--- src/rtl/divu_p6y3_seq.sv ---
// Sequential unsigned restoring divider: one quotient bit per clock, MSB first.
// Results (q/r/dbz) are held until the next accepted start; valid pulses once per result.
module divu_p6y3_seq #(
  parameter int P_WIDTH = 6,
  parameter int Y_WIDTH = 3
) (
  input  logic               clk,
  input  logic               rst_n,
  input  logic               start,
  input  logic [P_WIDTH-1:0] p,
  input  logic [Y_WIDTH-1:0] y,
  output logic [P_WIDTH-1:0] q,
  output logic [Y_WIDTH-1:0] r,
  output logic               dbz,
  output logic               valid,
  output logic               rdy
);

  localparam int CW = (P_WIDTH > 1) ? $clog2(P_WIDTH) : 1;

  typedef enum logic [1:0] {IDLE, BUSY, DONE} state_e;

  state_e             state_q, state_d;
  logic [P_WIDTH-1:0] dvd_q, dvd_d;
  logic [Y_WIDTH-1:0] div_q, div_d;
  logic [Y_WIDTH-1:0] part_q, part_d;
  logic [CW-1:0]      cnt_q, cnt_d;
  logic [P_WIDTH-1:0] quo_q, quo_d;
  logic [Y_WIDTH-1:0] rem_q, rem_d;
  logic               dbz_q, dbz_d;

  logic [Y_WIDTH:0]   shifted;
  logic [Y_WIDTH:0]   diff;
  logic               ge;
  logic [Y_WIDTH-1:0] nextPart;

  always_ff @(posedge clk or negedge rst_n) begin
    if (!rst_n) begin
      state_q <= IDLE;
    end else begin
      state_q <= state_d;
    end
  end

  always_comb begin
    state_d = state_q;
    case (state_q)
      IDLE:    if (start) state_d = (y == '0) ? DONE : BUSY;
      BUSY:    if (cnt_q == '0) state_d = DONE;
      DONE:    state_d = IDLE;
      default: state_d = IDLE;
    endcase
  end

  always_comb begin
    rdy   = (state_q == IDLE);
    valid = (state_q == DONE);
  end

  // The stored partial remainder is always < divisor, so it fits Y_WIDTH bits;
  // only the shifted working value needs the extra bit.
  always_comb begin
    shifted  = {part_q, dvd_q[P_WIDTH-1]};
    diff     = shifted - {1'b0, div_q};
    ge       = (shifted >= {1'b0, div_q});
    nextPart = Y_WIDTH'(ge ? diff : shifted);
  end

  always_comb begin
    dvd_d  = dvd_q;
    div_d  = div_q;
    part_d = part_q;
    cnt_d  = cnt_q;
    quo_d  = quo_q;
    rem_d  = rem_q;
    dbz_d  = dbz_q;
    case (state_q)
      IDLE: begin
        if (start) begin
          if (y != '0) begin
            dvd_d  = p;
            div_d  = y;
            part_d = '0;
            cnt_d  = CW'(P_WIDTH - 1);
          end else begin
            quo_d = '1;
            rem_d = '0;
            dbz_d = 1'b1;
          end
        end
      end
      BUSY: begin
        // Dividend bits shift out the top while quotient bits shift in the bottom.
        part_d = nextPart;
        dvd_d  = {dvd_q[P_WIDTH-2:0], ge};
        cnt_d  = cnt_q - CW'(1);
        if (cnt_q == '0) begin
          quo_d = {dvd_q[P_WIDTH-2:0], ge};
          rem_d = nextPart;
          dbz_d = 1'b0;
        end
      end
      default: ;
    endcase
  end

  always_ff @(posedge clk or negedge rst_n) begin
    if (!rst_n) begin
      dvd_q  <= '0;
      div_q  <= '0;
      part_q <= '0;
      cnt_q  <= '0;
      quo_q  <= '0;
      rem_q  <= '0;
      dbz_q  <= 1'b0;
    end else begin
      dvd_q  <= dvd_d;
      div_q  <= div_d;
      part_q <= part_d;
      cnt_q  <= cnt_d;
      quo_q  <= quo_d;
      rem_q  <= rem_d;
      dbz_q  <= dbz_d;
    end
  end

  assign q   = quo_q;
  assign r   = rem_q;
  assign dbz = dbz_q;

endmodule
--- config.mk ---
export PLATFORM = sky130hd
export DESIGN_NAME = divu_p6y3_seq
export DESIGN_NICKNAME = d
export VERILOG_FILES = /design/src/rtl/divu_p6y3_seq.sv
export SDC_FILE = /design/constraint.sdc
export NUM_CORES = 1
export LEC_CHECK = 0
export CAP_MARGIN = 20
export CORE_ASPECT_RATIO = 1.25
export CORE_UTILIZATION = 55
export CTS_BUF_LIST = sky130_fd_sc_hd__clkbuf_8
export DETAILED_ROUTE_END_ITERATION = 12
export DONT_BUFFER_PORTS = 1
export PLACE_DENSITY = 0.76
export SYNTH_ARGS = -nofsm -noshare
export SYNTH_HDL_FRONTEND = slang
export SYNTH_SLANG_ARGS = --single-unit
export TNS_END_PERCENT = 100
--- constraint.sdc ---
create_clock -name clk -period 3.5 [get_ports clk]
set_input_delay 0.525 -clock clk [delete_from_list [all_inputs] [get_ports clk]]
set_output_delay 0.525 -clock clk [all_outputs]
set_load 0.02 [all_outputs]
==> impl_results.md, run 1 <==
* Die ar. at 2651 um^2
* P_int at between 800 and 900 uW
* Post-route DRC at 0
* IR drop worst, VDD at 602.9 uV
* Number of global-route vias before repair at 896
* Register area at 675.6 um^2
* Antenna Violating Nets Remaining at 0
* Fin crit period at approximately 2.1 ns
* Clk pwr share at 11.0%
* Post-synthesis cell type count at 36
* Largest net degree at the start of global routing at 28
* Slew headroom at 55.61%
* R2R cell count at 7
* Die height at 57.32 um
* # IOs at 24
* Status: completed
* First drt pass iteration count at 4
* LEAKAGE at 0.6478 nW
* Routed vias at 877
* Htree depth at 1
* Slew Viols, Final at 0
* Number of diodes at 0
* Post-synth EDFFs at 0
* First-iteration detailed-routing DRC count at 9
* Crit path kind: reg -> reg
* Worst Path Max Fanout at 5
* Gpl congestion at 0.8981
* Vias/cell at 5.847
* Synth Warn # at 0
* Total gr overflow at 0
* Placed wire-length estimate at roughly 1800 um
* Area growth, synth to finish at 4.647%
* Clk sinks at 27
* First-pass GRT wire length at 3919 um
* Slew @ Worst Pin at 0.6658 ns
* WL/cell at 15.71 um
* Synth Area per Inst at 11.22 um^2
* Switch share at 42.14%
* RSZ-0062 raised after global routing: false
* CTS resizes at 0
* Share of cells above drive strength 1 at 14.29%
* Cell Pwr Density at ~1100 nW/um^2
* Core area at 2258 um^2
* Final net count at around 140
* Sequential share of the synthesized area at 50.19%
* Initial Util at 59.61%
* Sequential Power Share at between 40% and 50%
* Reg clk slew, reported paths at approximately 0.080 ns
* Chip Width at 46.25 um
* Hold Path Class: in -> async
* Port bufs at 0
* Final setup fails at 0
* Tcrit/Tclk final at 58.94%
* Drt total wl at 2357 um
* Max clock buf depth at 2
* Top_reg_cell synth: dfrtp_1
* Synth Register Bits at 27
* Clock root cell: clkbuf_8
* Setup TNS at 0 ns
* Mapped Area at 1346 um^2
* Initial antenna violation count at 0
* Clock latency on the worst-skew pair at 0.26 ns
* Filler instances at 192
* Worst setup EP type: flip-flop
* Crit path DAT at between 2 and 2.5 ns
* Tot GR Track Use at 20.62%
* Endpoints failing hold at 0
* Crit start category: flip-flop
* Syn nets at approximately 140
* Total CTS buffers at 3
* Synth Instances at 120
* Clk_skew at 0.002536 ns
* Post-route total power at 1.502 mW
* Sw power at between 600 and 700 uW
* Required time of the critical path at about 3.7 ns
* Gate power share at between 40% and 50%
* CTS tree: yes
* Row count at 19
* Fmax at 484.8 MHz
* Multi-input logic area at 603.1 um^2
* Async S/R FF share, synth at 100.0%
* Max-cap viol count at 0
[final cells by class]
type | instances | share of cell area (%)
Tap cell | 31 | 2.753
Multi-Input combinational cell | 80 | 42.81
Clock inverter | 1 | 0.2664
Timing Repair Buffer | 1 | 1.421
Sequential cell | 27 | 47.96
Clock buffer | 3 | 2.931
Inverter | 7 | 1.865
[power groups by stage]
stage / clock network, mW / registers, mW / logic, mW
finish: 0.166 / 0.655 / 0.681
global route: 0.185 / 0.679 / 0.764
CTS: 0.170 / 0.657 / 0.683
detailed placement: 0 / 0.663 / 0.673
global placement: 0 / 0.655 / 0.638
floorplan: 0 / 0.611 / 0.625
[layout by cell type, fill, tap and decap left out, types with 2 or more instances in the layout]
master,count
mux2_2,5
dfrtp_1,27
mux2_4,2
inv_1,8
a211oi_1,2
ha_1,5
nor2_1,8
o21ai_0,2
a31o_1,2
a21o_1,4
a31oi_1,5
mux2_1,5
clkbuf_8,3
nand2b_1,6
nand2_1,15
[Yosys cell counts, types with 2 or more instances]
library cell  count  area share, %
nor2_1            8            2.2
buf_2             3            1.1
buf_4             2            1.1
mux2_4            2            2.2
a21o_1            4            2.2
dfrtp_1          27             50
o21ai_0           2           0.74
a211oi_1          2            1.1
a31oi_1           5            2.3
inv_1             7            2.0
ha_1              5            4.6
mux2_2            5            4.2
nand2b_1          6            2.8
nand2_1          15            4.2
a31o_1            2            1.3
mux2_1            5            4.2
[worst max-delay path, stage by stage (launching register included)]
cell and delay, ns:
dfrtp_1 0.39, inv_1 0.06, ha_1 0.21, fa_1 0.38, nand2b_2 0.22, and3_4 0.20
a31o_1 0.24, mux2_4 0.26
[logic make-up after synthesis]
kind of cell / share of synthesized area, %
DFF: 50.19
adders and majority gates: 6.134
muxes: 11.34
and+or+nand+nor: 14.41
buffers and inverters: 5.018
AOI/OAI and AO/OA: 12.92
[registers in the layout, indices dropped and copies added (netlist names)]
signal / flops
r: 3
state_q: 2
div_q: 3
part_q: 3
cnt_q: 3
dvd_q: 6
dbz: 1
q: 6
[routing by layer]
layer | track usage (%) | wire, um | vias to the layer above
li1 | - | - | 409
met1 | 25.21 | 957 | 428
met2 | 33.60 | 1210 | 31
met3 | 3.797 | 123 | 9
met4 | 10.50 | 65 | 0
met5 | 0 | 0 | -
[what timing repair did]
action                                  4_1_cts  5_1_grt
hold buffers                                  1        0
setup buffers                                 0        0
endpoints found under the setup margin        0        0
endpoints found under the hold margin        27        0
[metrics by stage]
step / instance area [um^2] / utilization, % / setup WS, ns / hold WS (ns) / std cells
after floorplan: 1346 / - / 1.512 / 0.2294 / 120
after global placement: 1344 / 59.50 / 1.495 / 0.2300 / 145
after detailed placement: 1344 / 59.50 / 1.445 / 0.2300 / 145
after CTS: 1409 / 62.38 / 1.431 / 0.06614 / 150
after global routing: 1409 / 62.38 / 1.379 / 0.05806 / 150
final: 1409 / 62.38 / 1.437 / 0.06166 / 150
[worst paths after layout]
check	start	slack, ns	to
min in group clk	y[0]	0.40	div_q[0]$_DFFE_PN0P_
hold reg to reg	part_q[2]$_DFFE_PN0P_	0.51	part_q[2]$_DFFE_PN0P_
setup reg to reg	dvd_q[5]$_DFFE_PN0P_	1.44	r[0]$_DFFE_PN0P_
max in group asynchronous	rst_n	3.29	cnt_q[1]$_DFFE_PN0P_
setup / recovery	dvd_q[5]$_DFFE_PN0P_	1.44	r[0]$_DFFE_PN0P_
hold / removal	rst_n	0.06	state_q[0]$_DFFE_PN0P_
(Power assumes the default switching activity.)
==> run 2, diff against run 1 <==
- clock period: 3.5 -> 2.1 ns (I/O delays scaled with it)
==> run 2 against run 1 <==
Effect of this change:
- maximum frequency rose by 3.9%
- wire length rose by 1.7%
- clock power rose by 73%
- count of clock-buffer cells in the layout did not move
- sequential cell count did not move
- clock skew rose by 0.0014 ns
- first-iteration DRC count rose by 44%
- register-to-register slack got worse by 1.3 ns
- setup slack got worse by 1.3 ns
==> impl_results.md, run 2 (same netlist as run 1, synthesis figures left out) <==
* Status: completed
* Area growth, synth to finish at 7.528%
* Post-route DRC at 0 (unchanged)
* Final net count at 142 (+2.9%)
* Routed vias at 884 (+0.80%)
* # IOs at 24 (unchanged)
* Max-cap viol count at 0 (unchanged)
* Number of diodes at 0 (unchanged)
* Slew @ Worst Pin at 0.4174 ns (-0.2484 ns)
* P_int at 1.501 mW (+73%)
* Clk pwr share at 11.2% (+0.2 points)
* RSZ-0062 raised after global routing: false
* Worst Setup SP: dvd_q[5]$_DFFE_PN0P_
* Commonest cells after routing, fill and taps aside: dfrtp_1 (27), nand2_1 (15), nor2_1 (8)
* Met3 track demand over resource at 4.430% (+0.63 points)
* Hold Crit Depth at 2
* CTS tree: yes
* Sequential Power Share at 42.0% (-1.6 points)
* Gate power share at 46.8% (+1.4 points)
* Hold path startpoint: p[4]
* Initial Util at 59.61% (unchanged)
* GRT busiest layer: met2
* Crit path kind: reg -> reg
* Chip Width at 46.25 um (unchanged)
* WL/cell at 15.56 um (-0.99%)
* Tcrit/Tclk final at 94.55% (+36 points)
* Worst setup EP type: flip-flop
* Post-CTS Setup Bufs at 0 (unchanged)
* Reg clk slew, reported paths at 0.09 ns (about the same)
* Share of cells above drive strength 1 at 17.07% (+2.8 points)
* R2r endpoint: r[0]$_DFFE_PN0P_
* Number of global-route vias before repair at 910 (+1.6%)
* Sw power at 1.076 mW (+70%)
* Final setup fails at 0 (unchanged)
* Row count at 19 (unchanged)
* Cell Pwr Density at 1780 nW/um^2 (+67%)
* R2R setup slack at 0.11 ns (-1.32 ns)
* Antenna Violating Nets Remaining at 0 (unchanged)
* Clock latency on the worst-skew pair at 0.26 ns (about the same)
* Met1 Track Usage GR at 27.14% (+1.9 points)
* Fmax at 503.6 MHz (+3.9%)
* R2R cell count at 7 (unchanged)
* First-pass GRT wire length at 4015 um (+2.4%)
* RR Startpoint: dvd_q[5]$_DFFE_PN0P_
* Endpoints failing hold at 0 (unchanged)
* Post-route total power at 2.577 mW (+72%)
* Drt total wl at 2396 um (+1.7%)
* Port bufs at 0 (unchanged)
* Initial antenna violation count at 0 (unchanged)
* Hold Path End: dvd_q[4]$_DFFE_PN0P_
* Die ar. at 2651 um^2 (unchanged)
* Area of placed instances at 1366 um^2 (+1.7%)
* Placed wire-length estimate at 1773 um (-2.1%)
* Slew Viols, Final at 0 (unchanged)
* Crit path largest cell delay at 0.39 ns (about the same)
* Clock root cell: clkbuf_8
* Switch share at 41.77% (-0.37 points)
* Total gr overflow at 0 (unchanged)
* Slew headroom at 72.07% (+16 points)
* Worst Path Max Fanout at 5 (unchanged)
* Crit path DAT at 2.14 ns (-0.08 ns)
* GRT met2 Usage at 34.61% (+1.0 points)
* Vias/cell at 5.740 (-1.8%)
* Setup TNS at 0 ns (unchanged)
* Fin crit period at 1.986 ns (-0.07727 ns)
* Largest net degree at the start of global routing at 28 (unchanged)
* Crit start category: flip-flop
* First-iteration detailed-routing DRC count at 13 (+4)
* Total CTS buffers at 3 (unchanged)
* Commonest non-fill, non-tap cell in the layout: dfrtp_1
* First drt pass iteration count at 4 (unchanged)
* Hold Path Class: in -> reg
* Final instance area at 1448 um^2 (+2.8%)
* Die height at 57.32 um (unchanged)
* Max clock buf depth at 2 (unchanged)
* Core area at 2258 um^2 (unchanged)
* Required time of the critical path at 2.26 ns (-1.40 ns)
* LEAKAGE at 0.6706 nW (+3.5%)
* Slowest-stage cell, CP: dfrtp_1
* Gpl congestion at 0.9131 (+1.7%)
* Clk sinks at 27 (unchanged)
* IR drop worst, VDD at 1010 uV (+67%)
* Worst-path cell chain: inv_1 > ha_1 > fa_1 > nand2b_4 > and3_4 > a31o_1 > mux2_4
* Htree depth at 1 (unchanged)
* Tot GR Track Use at 20.57% (-0.050 points)
* Clk_skew at 0.003967 ns (+0.001431 ns)
run 2: how the worst max path moves through the flow:
| stage | end | slack, ns | depth (start not counted) |
|---|---|---|---|
| 5_1_grt | r[0]$_DFFE_PN0P_ | 0.03 | 7 |
| 3_5_place_dp | r[0]$_DFFE_PN0P_ | 0.06 | 7 |
| 2_1_floorplan | r[0]$_DFFE_PN0P_ | 0.11 | 8 |
| 3_3_place_gp | r[1]$_DFFE_PN0P_ | 0.16 | 7 |
| 6_report | r[0]$_DFFE_PN0P_ | 0.11 | 7 |
| 4_1_cts | r[0]$_DFFE_PN0P_ | 0.07 | 7 |
run 2: final cells by class:
class,instances,area [um^2]
fillers,190,810.8
flip-flops and latches,27,675.6
multi-input cells,80,608.1
repair buffers,5,52.55
clock buffers,3,41.29
well taps,31,38.79
inverters,7,26.28
clock inverters,1,5.005
run 2: repair_timing:
action / CTS / global route
endpoints found under the setup margin: 0 / 2
gates resized for setup: 0 / 1
hold endpoints to repair: 27 / 0
hold buffers: 2 / 0
run 2: power by group through the flow:
stage	clock network (mW)	logic, mW	registers [mW]
after global placement	0	1.10	1.09
after CTS	0.291	1.19	1.09
after global routing	0.315	1.33	1.12
after detailed placement	0	1.17	1.10
after floorplan	0	1.04	1.02
final	0.288	1.21	1.08
run 2: critical path: cells and delay by family (launching register included):
family / cells / cell delay, ns
AOI/OAI and AO/OA: 1 / 0.23
adders and majority gates: 2 / 0.58
buffers and inverters: 1 / 0.06
DFF: 1 / 0.39
muxes: 1 / 0.25
and+or+nand+nor: 2 / 0.36
run 2: per-layer routing:
layer | up-vias | wire [um]
li1 | 415 | -
met1 | 447 | 1033
met2 | 20 | 1243
met3 | 2 | 106
met4 | 0 | 13
met5 | - | 0
run 2: metrics by stage:
step	utilization (%)	hold slack, ns	setup slack, ns	std cells
final	64.10	0.1900	0.1144	154
after global routing	64.10	0.1866	0.02864	154
after CTS	63.88	0.1910	0.07058	154
after detailed placement	60.50	0.02003	0.06264	148
after global placement	60.50	0.01996	0.1640	148
after floorplan	-	0.01941	0.1124	120
==> run 3, diff against run 2 <==
- PLACE_DENSITY: 0.76 -> 0.79
- clock period: 2.1 -> 1.72 ns (I/O delays scaled with it)
==> run 3 against run 2 <==
Effect of this change:
- the run now ends with setup timing left
- count of clock-buffer cells in the layout unchanged
- largest cell class unchanged
- setup slack got worse by 0.24 ns
- largest power group unchanged
- critical endpoint unchanged
- combinational power rose by 50%
- non-clock buffer count is 10 higher
- sequential share of layout area down 3.6 points
- worst hold slack worse by 0.057 ns
- global-route usage up 1.2 points
- register-to-register slack lost 0.24 ns
- power grew 34%
- via count up 7.4%
==> impl_results.md, run 3 (same netlist as run 1, synthesis figures left out) <==
* Hold Crit Depth at 2 (unchanged)
* P_int at 2.062 mW (+37%)
* Commonest non-fill, non-tap cell in the layout: dfrtp_1
* Reg clk slew, reported paths at 0.08 ns (about the same)
* Crit path kind: reg -> reg
* Clk pwr share at 9.8% (-1.4 points)
* Max-cap viol count at 0 (unchanged)
* Switch share at 40.41% (-1.4 points)
* Row count at 19 (unchanged)
* Clk sinks at 27 (unchanged)
* Hold WS at 0.1334 ns (-0.05651 ns)
* R2r endpoint: r[0]$_DFFE_PN0P_
* Failing checks: setup timing
* Post-route total power at 3.460 mW (+34%)
* Required time of the critical path at 1.88 ns (-0.38 ns)
* Area growth, synth to finish at 16.54%
* GRT busiest layer: met2
* Clock root cell: clkbuf_8
* Htree depth at 1 (unchanged)
* Fmax at 543.0 MHz (+7.8%)
* Total CTS buffers at 3 (unchanged)
* Routed vias at 949 (+7.4%)
* Tot GR Track Use at 21.76% (+1.2 points)
* # IOs at 24 (unchanged)
* Clk_skew at 0.001589 ns (-0.002378 ns)
* Commonest cells after routing, fill and taps aside: dfrtp_1 (27), nand2_1 (15), buf_4 (12)
* R2R setup slack at -0.12 ns (-0.24 ns)
* Slew @ Worst Pin at 0.4018 ns (-0.01554 ns)
* Number of diodes at 0 (unchanged)
* Register area at 675.6 um^2 (unchanged)
* Max clock buf depth at 2 (unchanged)
* Port bufs at 0 (unchanged)
* First-iteration detailed-routing DRC count at 26 (+13)
* Hold Path End: dvd_q[4]$_DFFE_PN0P_
* Fin crit period at 1.842 ns (-0.1438 ns)
* First drt pass iteration count at 4 (unchanged)
* Number of global-route vias before repair at 987 (+8.5%)
* R2R cell count at 6 (-1)
* Sw power at 1.398 mW (+30%)
* Antenna Violating Nets Remaining at 0 (unchanged)
* Hold Path Class: in -> reg
* Slew headroom at 73.16% (+1.1 points)
* LEAKAGE at 0.7223 nW (+7.7%)
* Filler instances at 172 (-9.5%)
* Worst setup EP type: flip-flop
* Post-route DRC at 0 (unchanged)
* RSZ-0062 raised after global routing: true
* Post-Route Utilization at 69.47% (+5.4 points)
* Met3 track demand over resource at 3.481% (-0.95 points)
* Crit start category: flip-flop
* IR drop worst, VDD at 1457 uV (+44%)
* Die ar. at 2651 um^2 (unchanged)
* Endpoints failing hold at 0 (unchanged)
* GRT met2 Usage at 38.63% (+4.0 points)
* Hold path startpoint: p[4]
* Core area at 2258 um^2 (unchanged)
* Setup TNS at -0.2441 ns (-0.2441 ns)
* Initial antenna violation count at 0 (unchanged)
* Final net count at 152 (+7.0%)
* Final setup fails at 4 (+4)
* WL/cell at 15.20 um (-2.3%)
* Largest net degree at the start of global routing at 28 (unchanged)
* Die height at 57.32 um (unchanged)
* Slew Viols, Final at 0 (unchanged)
* Multi-input logic area at 651.9 um^2 (+7.2%)
* Initial Util at 59.61% (unchanged)
* Sequential Power Share at 37.7% (-4.3 points)
* Worst Path Max Fanout at 4 (-1)
* First-pass GRT wire length at 4160 um (+3.6%)
* Gpl congestion at 0.8714 (-4.6%)
* Placed wire-length estimate at 1858 um (+4.8%)
* CTS tree: yes
* Placed insts at 156 (+5.4%)
* Crit path DAT at 2.00 ns (-0.14 ns)
* Total gr overflow at 0 (unchanged)
* Cell Pwr Density at 2205 nW/um^2 (+24%)
* Vias/cell at 5.787 (+0.81%)
* Drt total wl at 2493 um (+4.0%)
* Gate power share at 52.5% (+5.7 points)
* Chip Width at 46.25 um (unchanged)
* Setup ws final at -0.1218 ns (-0.2362 ns)
* Final std cells w/o fill at 164 (+6.5%)
* Status: finished with violations
* Clock latency on the worst-skew pair at 0.26 ns (about the same)
* Tcrit/Tclk final at 107.1% (+13 points)
* Share of cells above drive strength 1 at 27.82% (+11 points)
* RR Startpoint: div_q[0]$_DFFE_PN0P_
* Met1 Track Usage GR at 25.00% (-2.1 points)
-- run 3: changes by cell type in the layout (fill, tap and decap cells not counted), sizes merged --
cell and change:
buf +10, inv +1, clkinv -1
-- run 3: worst max-delay path by stage --
stage	start	end	slack (ns)	cells after the start
finish	div_q[0]$_DFFE_PN0P_	r[0]$_DFFE_PN0P_	-0.12	6
global route	dvd_q[5]$_DFFE_PN0P_	r[0]$_DFFE_PN0P_	-0.18	7
CTS	dvd_q[5]$_DFFE_PN0P_	r[0]$_DFFE_PN0P_	-0.09	7
detailed placement	dvd_q[5]$_DFFE_PN0P_	r[0]$_DFFE_PN0P_	-0.09	7
global placement	dvd_q[5]$_DFFE_PN0P_	r[1]$_DFFE_PN0P_	-0.04	7
floorplan	dvd_q[5]$_DFFE_PN0P_	r[1]$_DFFE_PN0P_	-0.12	8
-- run 3: routing by layer --
| metal | wire length (um) | share of wire, % |
|---|---|---|
| met5 | 0 | 0 |
| met4 | 40 | 1.6 |
| met3 | 115 | 4.6 |
| met2 | 1380 | 55 |
| met1 | 957 | 38 |
-- run 3: area by class of cell --
| type | count | share of cell area, % |
|---|---|---|
| Multi-Input combinational cell | 80 | 41.55 |
| Clock buffer | 3 | 2.632 |
| Sequential cell | 27 | 43.06 |
| Clock inverter | 1 | 0.2392 |
| Tap cell | 31 | 2.472 |
| Timing Repair Buffer | 15 | 8.373 |
| Inverter | 7 | 1.675 |
-- run 3: stage by stage --
stage	area, um^2	setup slack, ns
2_1_floorplan	1360	-0.1218
3_3_place_gp	1440	-0.03533
3_5_place_dp	1440	-0.08670
4_1_cts	1520	-0.09119
5_1_grt	1569	-0.1797
6_report	1569	-0.1218
-- run 3: critical path: stages, from the launching register on --
cell	delay, ns
dfrtp_1	0.41
ha_4	0.17
fa_2	0.34
nand2b_4	0.15
and3_4	0.18
a31o_1	0.23
mux2_4	0.25
-- run 3: repair_timing --
action | in CTS | in global routing
hold endpoints to repair | 27 | 0
resized for setup | 1 | 7
pin swaps | 1 | 2
hold buffers | 2 | 0
setup buffers | 0 | 2
endpoints found under the setup margin | 4 | 13
-- run 3: power groups by stage --
stage                     registers (mW)  logic (mW)  clock network (mW)
after floorplan                     1.24        1.32                   0
after global placement              1.30        1.56                   0
after detailed placement            1.32        1.64                   0
after CTS                           1.30        1.69               0.356
after global routing                1.35        2.02               0.374
final                               1.30        1.82               0.339
